==> src/rtl/svm_pkg.sv <==
// ---------------------------------------------------------------------------
// svm_pkg
//   Types and width constants shared by the SVM control block and the final
//   decision stage.
//   svm_dec_state_t : decision FSM states (valence accumulate, arousal
//                     accumulate, hold result for the consumer).
//   SVM_NBITS/SVM_KBITS/SVM_ACC_BITS : alpha, kernel and accumulator widths.
// ---------------------------------------------------------------------------
package svm_pkg;

    typedef enum logic [1:0] {
        ACC_V = 2'd0,
        ACC_A = 2'd1,
        HOLD  = 2'd2
    } svm_dec_state_t;

    localparam int SVM_NBITS    = 16;
    localparam int SVM_KBITS    = 32;
    localparam int SVM_ACC_BITS = 56;

endpackage

==> src/rtl/svm_decision_mac.sv <==
// ---------------------------------------------------------------------------
// svm_mac
//   Two-stage multiply-accumulate for the SVM decision stage: a registered
//   alpha*kernel product (with phase tag) followed by an accumulator that
//   can be preloaded with a bias.
//   Build option: SVM_DECISION_SATURATE_EN clamps the accumulator to its
//   signed range and raises a sticky sat_o; otherwise the sum wraps.
//
//   clk, rst       : clock, synchronous active-high reset
//   alpha_i        : signed alpha weight
//   kernel_i       : signed kernel value
//   in_vld_i       : alpha/kernel accepted this cycle
//   in_tag_i       : phase of the accepted sample (0 valence, 1 arousal)
//   preload_i      : replace the accumulator with preload_val_i
//   preload_val_i  : bias to load
//   prod_vld_o     : stage-1 product is valid (will be added this cycle)
//   prod_tag_o     : phase tag of the stage-1 product
//   sum_neg_o      : sign of accumulator plus stage-1 product
//   sat_o          : sticky saturation flag (always 0 without the option)
// ---------------------------------------------------------------------------
module svm_mac
    import svm_pkg::*;
#(
    parameter int NBITS    = SVM_NBITS,
    parameter int KBITS    = SVM_KBITS,
    parameter int ACC_BITS = SVM_ACC_BITS,
    parameter logic signed [ACC_BITS-1:0] RST_VAL = '0
) (
    input  logic                       clk,
    input  logic                       rst,
    input  logic signed [NBITS-1:0]    alpha_i,
    input  logic signed [KBITS-1:0]    kernel_i,
    input  logic                       in_vld_i,
    input  logic                       in_tag_i,
    input  logic                       preload_i,
    input  logic signed [ACC_BITS-1:0] preload_val_i,
    output logic                       prod_vld_o,
    output logic                       prod_tag_o,
    output logic                       sum_neg_o,
    output logic                       sat_o
);

    localparam int PROD_W = NBITS + KBITS;
    // One guard bit above the wider operand so overflow is visible
    localparam int SUM_W  = ((ACC_BITS > PROD_W) ? ACC_BITS : PROD_W) + 1;

    logic signed [PROD_W-1:0]   prod_q;
    logic                       prod_vld_q;
    logic                       prod_tag_q;
    logic signed [ACC_BITS-1:0] acc_q;
    logic signed [ACC_BITS-1:0] acc_d;
    logic signed [ACC_BITS-1:0] acc_add;
    logic signed [SUM_W-1:0]    sum_w;

    assign sum_w = SUM_W'(acc_q) + SUM_W'(prod_q);

`ifdef SVM_DECISION_SATURATE_EN
    localparam logic signed [ACC_BITS-1:0] ACC_MAX = {1'b0, {(ACC_BITS-1){1'b1}}};
    localparam logic signed [ACC_BITS-1:0] ACC_MIN = {1'b1, {(ACC_BITS-1){1'b0}}};

    function automatic logic sum_ovf(input logic signed [SUM_W-1:0] v);
        return (v > SUM_W'(ACC_MAX)) || (v < SUM_W'(ACC_MIN));
    endfunction

    function automatic logic signed [ACC_BITS-1:0] sat_acc(input logic signed [SUM_W-1:0] v);
        if (v > SUM_W'(ACC_MAX)) return ACC_MAX;
        if (v < SUM_W'(ACC_MIN)) return ACC_MIN;
        return ACC_BITS'(v);
    endfunction

    logic sat_q;

    assign acc_add = sat_acc(sum_w);
    assign sat_o   = sat_q;

    always_ff @(posedge clk) begin
        if (rst) begin
            sat_q <= 1'b0;
        end else if (prod_vld_q && sum_ovf(sum_w)) begin
            sat_q <= 1'b1;
        end
    end
`else
    assign acc_add = ACC_BITS'(sum_w);
    assign sat_o   = 1'b0;
`endif

    // Preload wins: the final product of a phase is consumed through
    // sum_neg_o in the same cycle the next bias is loaded.
    always_comb begin
        acc_d = acc_q;
        if (preload_i) begin
            acc_d = preload_val_i;
        end else if (prod_vld_q) begin
            acc_d = acc_add;
        end
    end

    // Stage 1: product register
    always_ff @(posedge clk) begin
        if (in_vld_i) begin
            prod_q <= PROD_W'(alpha_i) * PROD_W'(kernel_i);
        end
    end

    // Stage 2: accumulator
    always_ff @(posedge clk) begin
        if (rst) begin
            prod_vld_q <= 1'b0;
            prod_tag_q <= 1'b0;
            acc_q      <= RST_VAL;
        end else begin
            prod_vld_q <= in_vld_i;
            prod_tag_q <= in_tag_i;
            acc_q      <= acc_d;
        end
    end

    assign prod_vld_o = prod_vld_q;
    assign prod_tag_o = prod_tag_q;
    assign sum_neg_o  = acc_add[ACC_BITS-1];

endmodule

==> src/rtl/svm_decision.sv <==
// ---------------------------------------------------------------------------
// svm_decision
//   Final SVM classification: accumulates the valence then arousal decision
//   functions from an alpha/kernel stream, adds biases, takes the signs and
//   holds a two-bit result on a valid/ready output.
//   Build option: SVM_DECISION_SATURATE_EN (saturating accumulator; a
//   saturation event also raises overrun).
//
//   clk, rst       : clock, synchronous active-high reset
//   alpha, kernel  : signed support-vector weight and kernel value
//   v_alpha_valid  : sample belongs to the valence phase
//   a_alpha_valid  : sample belongs to the arousal phase
//   dout_valid     : classification available
//   dout_ready     : consumer accepts
//   dout_fire      : dout_valid && dout_ready, returned to control
//   valence        : valence score >= 0
//   arousal        : arousal score >= 0
//   overrun        : sticky error (misplaced sample or saturation)
// ---------------------------------------------------------------------------
module svm_decision
    import svm_pkg::*;
#(
    parameter int NBITS         = SVM_NBITS,
    parameter int KBITS         = SVM_KBITS,
    parameter int ACC_BITS      = SVM_ACC_BITS,
    parameter int VSUP_WIDTH    = 64,
    parameter int ASUP_WIDTH    = 64,
    parameter int LOG_SUP_WIDTH = 7,
    parameter logic signed [ACC_BITS-1:0] V_BIAS = '0,
    parameter logic signed [ACC_BITS-1:0] A_BIAS = '0
) (
    input  logic                    clk,
    input  logic                    rst,
    input  logic signed [NBITS-1:0] alpha,
    input  logic signed [KBITS-1:0] kernel,
    input  logic                    v_alpha_valid,
    input  logic                    a_alpha_valid,
    output logic                    dout_valid,
    input  logic                    dout_ready,
    output logic                    dout_fire,
    output logic                    valence,
    output logic                    arousal,
    output logic                    overrun
);

    localparam logic [LOG_SUP_WIDTH-1:0] V_LAST = LOG_SUP_WIDTH'(VSUP_WIDTH - 1);
    localparam logic [LOG_SUP_WIDTH-1:0] A_LAST = LOG_SUP_WIDTH'(ASUP_WIDTH - 1);

    svm_dec_state_t             state_q;
    logic [LOG_SUP_WIDTH-1:0]   cnt_q;
    logic                       dout_valid_q;
    logic                       valence_q;
    logic                       arousal_q;
    logic                       overrun_q;

    logic                       prod_vld;
    logic                       prod_tag;
    logic                       sum_neg;
    logic                       sat;
    logic                       last_v;
    logic                       last_a;
    logic                       accept_v;
    logic                       accept_a;
    logic                       drop;
    logic                       fire;
    logic                       preload;
    logic signed [ACC_BITS-1:0] preload_val;

    // The final product of a phase sits in stage 1 one cycle before the
    // state flips; samples are judged against the phase they will land in,
    // so the first arousal sample may follow the last valence one directly.
    assign last_v   = prod_vld && !prod_tag && (state_q == ACC_V) && (cnt_q == V_LAST);
    assign last_a   = prod_vld &&  prod_tag && (state_q == ACC_A) && (cnt_q == A_LAST);
    assign accept_v = v_alpha_valid && !a_alpha_valid && (state_q == ACC_V) && !last_v;
    assign accept_a = a_alpha_valid && !v_alpha_valid &&
                      (((state_q == ACC_A) && !last_a) || last_v);
    assign drop     = (v_alpha_valid || a_alpha_valid) && !(accept_v || accept_a);
    assign fire     = dout_valid_q && dout_ready;

    assign preload     = last_v || fire;
    assign preload_val = last_v ? A_BIAS : V_BIAS;

    svm_mac #(
        .NBITS    (NBITS),
        .KBITS    (KBITS),
        .ACC_BITS (ACC_BITS),
        .RST_VAL  (V_BIAS)
    ) u_mac (
        .clk           (clk),
        .rst           (rst),
        .alpha_i       (alpha),
        .kernel_i      (kernel),
        .in_vld_i      (accept_v || accept_a),
        .in_tag_i      (accept_a),
        .preload_i     (preload),
        .preload_val_i (preload_val),
        .prod_vld_o    (prod_vld),
        .prod_tag_o    (prod_tag),
        .sum_neg_o     (sum_neg),
        .sat_o         (sat)
    );

    always_ff @(posedge clk) begin
        if (rst) begin
            state_q      <= ACC_V;
            cnt_q        <= '0;
            dout_valid_q <= 1'b0;
            valence_q    <= 1'b0;
            arousal_q    <= 1'b0;
            overrun_q    <= 1'b0;
        end else begin
            if (drop) begin
                overrun_q <= 1'b1;
            end
            case (state_q)
                ACC_V: begin
                    if (last_v) begin
                        valence_q <= ~sum_neg;
                        cnt_q     <= '0;
                        state_q   <= ACC_A;
                    end else if (prod_vld) begin
                        cnt_q <= cnt_q + 1'b1;
                    end
                end
                ACC_A: begin
                    if (last_a) begin
                        arousal_q <= ~sum_neg;
                        cnt_q     <= '0;
                        state_q   <= HOLD;
                    end else if (prod_vld) begin
                        cnt_q <= cnt_q + 1'b1;
                    end
                end
                HOLD: begin
                    // valid rises one cycle after entering HOLD and falls right after fire
                    if (fire) begin
                        dout_valid_q <= 1'b0;
                        cnt_q        <= '0;
                        state_q      <= ACC_V;
                    end else begin
                        dout_valid_q <= 1'b1;
                    end
                end
                default: state_q <= ACC_V;
            endcase
        end
    end

    assign dout_valid = dout_valid_q;
    assign dout_fire  = fire;
    assign valence    = valence_q;
    assign arousal    = arousal_q;
    assign overrun    = overrun_q | sat;

endmodule

==> config.mk <==
export PLATFORM = sky130hd
export DESIGN_NAME = svm_decision
export DESIGN_NICKNAME = d
export VERILOG_FILES = /design/src/rtl/svm_pkg.sv /design/src/rtl/svm_decision_mac.sv /design/src/rtl/svm_decision.sv
export SDC_FILE = /design/constraint.sdc
export NUM_CORES = 2
export LEC_CHECK = 0
export CAP_MARGIN = 20
export CORE_AREA = 4 4 165 247
export CTS_CLUSTER_SIZE = 28
export DETAILED_ROUTE_END_ITERATION = 10
export DIE_AREA = 0 0 169 251
export GPL_TIMING_DRIVEN = 0
export PLACE_DENSITY = 0.81
export SLEW_MARGIN = 20
export SYNTH_ARGS = -nofsm -noshare
export SYNTH_HDL_FRONTEND = slang
export SYNTH_SLANG_ARGS = --single-unit
==> constraint.sdc <==
create_clock -name clk -period 8.8 [get_ports clk]
set_input_delay 1.32 -clock clk [delete_from_list [all_inputs] [get_ports clk]]
set_output_delay 1.32 -clock clk [all_outputs]
set_load 0.005 [all_outputs]
* Word-level counts from Yosys, hierarchy flattened
Index checks and enable logic that the tools add are counted.
** Word-level totals
- Register bits :: 119
- Input port bits :: 53
- Word-level logic and storage cells :: 61
** Operators by class
- $add $sub $neg :: 2
- Multiply operators :: 1
- Equal/unequal tests :: 6
- Multiplexer cells :: 10
- Bitwise operators :: 1
- Reduce and logical (&&, ||, !) cells :: 31
** Operators by type and width (count)
- adder 56 x 48 -> 56 bit :: 1
- multiplier 16 x 32 -> 48 bit :: 1
- 2-to-1 mux 7 bit :: 4
- case mux 7 bit (3 select lines) :: 1
- logical AND 1 bit :: 14
- adder 7 x 1 -> 7 bit, second input constant :: 1
- == test 7 x 6 -> 1 bit, second input constant :: 1
- logical NOT 1 bit :: 6
- 2-to-1 mux 2 bit :: 3
- inequality test 2 bit, second input constant :: 3
- case mux 2 bit (3 select lines) :: 1
- AND reduction 2 bit :: 3
- logical OR 1 bit :: 4
- AND reduction 3 bit :: 1
- nonzero test 3 bit :: 1
- == test 2 x 1 -> 1 bit, second input constant :: 1
- == test 2 bit, second input constant :: 1
- logical NOT 2 bit :: 1
- OR reduction 2 bit :: 1
- 2-to-1 mux 1 bit :: 1
- inverter 1 bit :: 1

* Logic depth before layout (Yosys ltp)
- Word-level depth :: 10
- Gate-level depth with buffers :: 25

* Cells and area by module
Synthesis repeated with hierarchy kept, for this count alone.
** Second synthesis, totals
- Cells, all modules :: 2943
- Area total of the unflattened synthesis :: 25771.0 µm²
** Modules (own cells, without submodules)
- svm_mac :: instances 1, cells each 2854, area each 24927.7 µm², sequential area each 2602.5 µm²
- svm_decision :: instances 1, cells each 89, area each 843.3 µm², sequential area each 260.2 µm²

* Worst setup path after synthesis
No wires, ideal clock.
- Kind :: in2reg
- Start point :: input kernel[12]
- End point :: register u_mac.prod_q[47] (data pin)
- Setup time :: 262 ps
- Arrival time :: 7172 ps
- Required time :: 8538 ps
- Slack :: 1366 ps
- Stages :: 22
- Path through :: clkbuf_1 -> nand2_1 -> fa_1 -> fa_1 -> inv_1 -> fa_1 -> inv_1 -> fa_1 -> fa_1 -> fa_1 -> inv_1 -> ha_1 -> a21o_1 -> a21o_1 -> a221o_1 -> o31ai_1 -> o311ai_2 -> a221oi_1 -> nor2_1 -> nor2_1 -> o31ai_1 -> xnor2_1
** Between the ends
- Word-level cells in the longest chain between the ends :: 1
** Ends and longest elaborated chain
- start, declared :: line svm_decision.sv:35 : input logic signed [KBITS-1:0] kernel,
- multiplier 16 x 32 -> 48 bit :: line svm_decision_mac.sv:102 : prod_q <= PROD_W'(alpha_i) * PROD_W'(kernel_i);
- end signal, assigned :: line svm_decision_mac.sv:102
- end, declared :: line svm_decision_mac.sv:47 : logic signed [PROD_W-1:0] prod_q;
Every way passes these cells.
A chain may end at the register's enable or synchronous reset.

* Final worst setup path
- Start point :: input alpha[15]
- End point :: register u_mac.prod_q[47] (data pin)
** Between the ends
- Word-level cells in the longest chain between the ends :: 1
** Ends and longest elaborated chain
- start, declared :: line svm_decision.sv:34 : input logic signed [NBITS-1:0] alpha,
- multiplier 16 x 32 -> 48 bit :: line svm_decision_mac.sv:102
Every way passes these cells.

==> reports/summary.log <==
INFO  outcome        status=finished, final reports clean
INFO  critical_path  critical_path.slowest_cell=clkdlybuf4s50_1
INFO  critical_path  worstReg2RegEnd=u_mac.acc_q[41]
INFO  drt            via_per_inst=5.84
INFO  place          dp_hpwl=59.6mm
INFO  min_path       timing.hold.worst.start=overrun_q
INFO  synthesis      yosysWarnings=0
INFO  critical_path  worstPathBufferInverterCount=5
INFO  sta            slew_headroom=29.2%
INFO  synthesis      ys_top_cells_by_area=fa_1 (39%), inv_1 (9.0%), ha_1 (8.7%)
INFO  global_route   number_of_antenna_violations_at_the_first_check_in_global_routing=0
INFO  global_route   grt_first_pass_wirelength=113mm
INFO  critical_path  r2r.worst_path.cells=12
INFO  drt            route.detailed.wl_per_inst=21.1um
INFO  final_layout   fin_util=69.7%
INFO  synthesis      synth.largest_area_cell=fa_1
INFO  drt            drtAntennaViolNets=0
INFO  drt            route.vias.total=19800
INFO  global_route   gr-usage-all-layers=34.6%
INFO  critical_path  timing_worst_setup_path_type=input port to flip-flop
INFO  clocking       clk-insertion-delay-late=0.43ns
INFO  critical_path  cp-start-kind=input port
INFO  place          globalplace.congestion=1.01
INFO  synthesis      synth_nets=3512
INFO  synthesis      ys.flop_type=dfxtp_1
INFO  clocking       tritoncts=yes
INFO  floorplan      num_io_pins=58
INFO  critical_path  timing.critical_path.to_type=flip-flop
INFO  critical_path  timing.critical_path.cells=clkdlybuf4s50_1 > inv_2 > buf_2 > nor2_1 > fa_1 > fa_1 > fa_1 > fa_1 > fa_1 > inv_1 > fa_1 > inv_1 > ha_1 > a21o_1 > a211oi_1 > o21ai_0 > o31ai_2 > o311ai_2 > a221oi_2 > nor2_1 > nor2_1 > o31ai_1 > xnor2_1
INFO  clocking       ctsHtreeMaxLevel=4
INFO  sta            timing_hold_violations_final=0
INFO  floorplan      placeableCoreArea=38400squm
INFO  floorplan      fp.dieArea=42400squm
INFO  clocking       worst_setup_hold_path_clk_slew=0.06ns
INFO  sta            final_max_slew_viol_count=0
INFO  floorplan      rows=88
INFO  drt            detailedRoute.firstIterationViolations=1309
INFO  clocking       clock_tree.buffer_depth=2
INFO  global_route   pin_count_of_the_biggest_net_entering_global_routing=40
INFO  clocking       postCtsSetupBuffers=0
INFO  synthesis      netlist.area_leader.share=39.1%
INFO  synthesis      mappedNetlistArea=25000squm
INFO  critical_path  worst_path_largest_cell_delay=0.74ns
INFO  flow_run       drv_cap=0
INFO  critical_path  critical-path-top-delay-family=adder cells
INFO  synthesis      synth_enable_flop_cells=48
INFO  synthesis      avgSynthCellArea=8.92squm
INFO  sta            post-route-period-util=99.2%
INFO  sta            finalSetupViolations=0
INFO  final_layout   layout-drive-gt1-share=2.98%
INFO  synthesis      syn-instance-count=2798
INFO  clocking       number_of_clock_buffers_inserted_by_tritoncts=17
INFO  sta            finalClockSkew=0.00791ns
INFO  synthesis      part_of_the_yosys_area_used_for_sequential_elements=11.5%
INFO  min_path       min_delay_worst_endpoint=overrun_q
INFO  critical_path  crit_path_frequent_cell=fa_1
INFO  sta            final.min_clock_period=8.73ns
INFO  global_route   first_global_vias=21400
INFO  synthesis      ys_types=75
INFO  floorplan      chipHeight=251um
INFO  floorplan      die_width=169um
INFO  min_path       worstHoldPathCells=2
INFO  global_route   globalRouteOverflowTotal=0
INFO  critical_path  worst_ep_required_time=8.96ns
INFO  drt            drc_errors=0
INFO  floorplan      start_util=64.9%
INFO  clocking       cts.sinks=119
INFO  sta            fmax=115MHz
INFO  critical_path  r2r_slack=4.76ns
INFO  synthesis      top_cell_types_by_occurrence_after_synthesis=inv_1 (599), fa_1 (487), nand2_1 (351)
INFO  final_layout   fin_nets=3588
INFO  clocking       cts.root.buffer_cell=clkbuf_16
INFO  drt            drt-total-wl=71.4mm
INFO  critical_path  regToRegStartpoint=u_mac.prod_q[11]
INFO  place          io_buffers=56
INFO  final_layout   area_growth=7.25%
INFO  critical_path  worstPathArrival=8.89ns
INFO  sta            worst_pin_slew=1.06ns
INFO  sta            grt_setup_unrepaired=true
INFO  sta            minimum_hold_slack=0.470ns
INFO  drt            drtPass1Iterations=5
INFO  synthesis      synth_seq_cells=119
INFO  synthesis      synth_most_common_cell=inv_1
INFO  synthesis      asyncSetResetFlopFracSynth=0%
INFO  min_path       timing.hold.worst.class=flip-flop to flip-flop
INFO  critical_path  timing.critical_path.fanout_max=10
INFO  final_layout   num_antenna_cells=0
-- tightest hold or removal path, stage by stage, from the launching register on --
cell	delay, ns
dfxtp_1	0.31
inv_1	0.05
a21oi_1	0.05
-- per-layer routing --
metal / vias up / share of wire (%) / routed length, um / GRT usage, %
met1: 9830 / 37 / 26300 / 42.0
li1: 8790 / - / - / -
met2: 853 / 49 / 35000 / 59.0
met5: - / 0 / 0 / 0
met4: 0 / 7.0 / 5010 / 19.2
met3: 279 / 7.2 / 5140 / 5.16
-- cell families after synthesis --
group	share of synthesized area, %
xor+xnor	3.42
buf+inv	10.7
flops	11.5
mux	1.50
fa+ha+maj	47.8
simple gates	15.8
compound gates	9.32
-- layout make-up --
class / instances / area, sq um
buffer: 109 / 447
clock buffer: 20 / 457
inverter: 601 / 2260
tap: 495 / 619
clock inverter: 12 / 103
fill: 3129 / 11700
timing repair buffer: 57 / 581
sequential: 119 / 2860
multi-input combinational: 1969 / 19400
-- metrics by stage --
step / setup slack, ns / area (sq um) / std cells / setup TNS (ns)
floorplan: 1.37 / 25000 / 2798 / 0
global placement: -0.818 / 26100 / 3349 / -5.34
detailed placement: -0.858 / 26200 / 3350 / -6.45
CTS: 0.0657 / 26700 / 3382 / 0
global route: -0.0753 / 26800 / 3382 / -0.0753
finish: 0.0737 / 26800 / 3382 / 0
-- how the worst max path moves through the flow --
stage	slack (ns)	start	cells past startpoint	endpoint
2_1_floorplan	1.37	kernel[12]	22	u_mac.prod_q[47]
3_3_place_gp	-0.82	alpha[15]	23	u_mac.prod_q[47]
3_5_place_dp	-0.86	alpha[7]	24	u_mac.prod_q[47]
4_1_cts	0.07	alpha[7]	24	u_mac.prod_q[47]
5_1_grt	-0.08	kernel[20]	23	u_mac.prod_q[47]
6_report	0.07	alpha[15]	23	u_mac.prod_q[47]
-- what timing repair did --
item	4_1_cts	5_1_grt
hold buffers	0	0
gates resized for setup	21	19
pin swaps	0	0
setup endpoints to repair	7	6
-- cell usage in the layout, fill, tap and decap left out, types with 5 or more instances in the layout --
cell and instances:
clkinv_2 5, o21a_1 9, xor2_1 31, nor2_1 131, dfxtp_1 71, a211oi_1 11, o21bai_1 18, and4_1 5
o211ai_1 7, a211o_1 7, a31oi_1 10, mux2i_1 34, clkdlybuf4s50_1 56, or3_1 7, clkbuf_1 77, nand4_1 11
a21oi_1 98, a221o_1 5, and2_1 209, xnor2_1 64, o21ai_0 65, nand2b_1 13, a21o_1 60, nand3_1 35
nand2_1 351, nor2b_1 8, inv_1 598, o31ai_1 6, clkbuf_2 26, fa_1 487, ha_1 174, edfxtp_1 48
nand3b_1 8, nor3_1 14, clkbuf_16 17, and3_1 19
-- state kept, by name, indices dropped and copies added, names as in the netlist --
signal / cells
u_mac.prod_tag_o: 1
valence: 1
u_mac.prod_vld_o: 1
dout_valid: 1
cnt_q: 7
arousal: 1
overrun_q: 1
u_mac.prod_q: 48
state_q: 2
u_mac.acc_q: 56
Power is left out: the tool's default activity adds up to more than one toggle a clock period on the data nets, which glitch-free logic cannot reach.
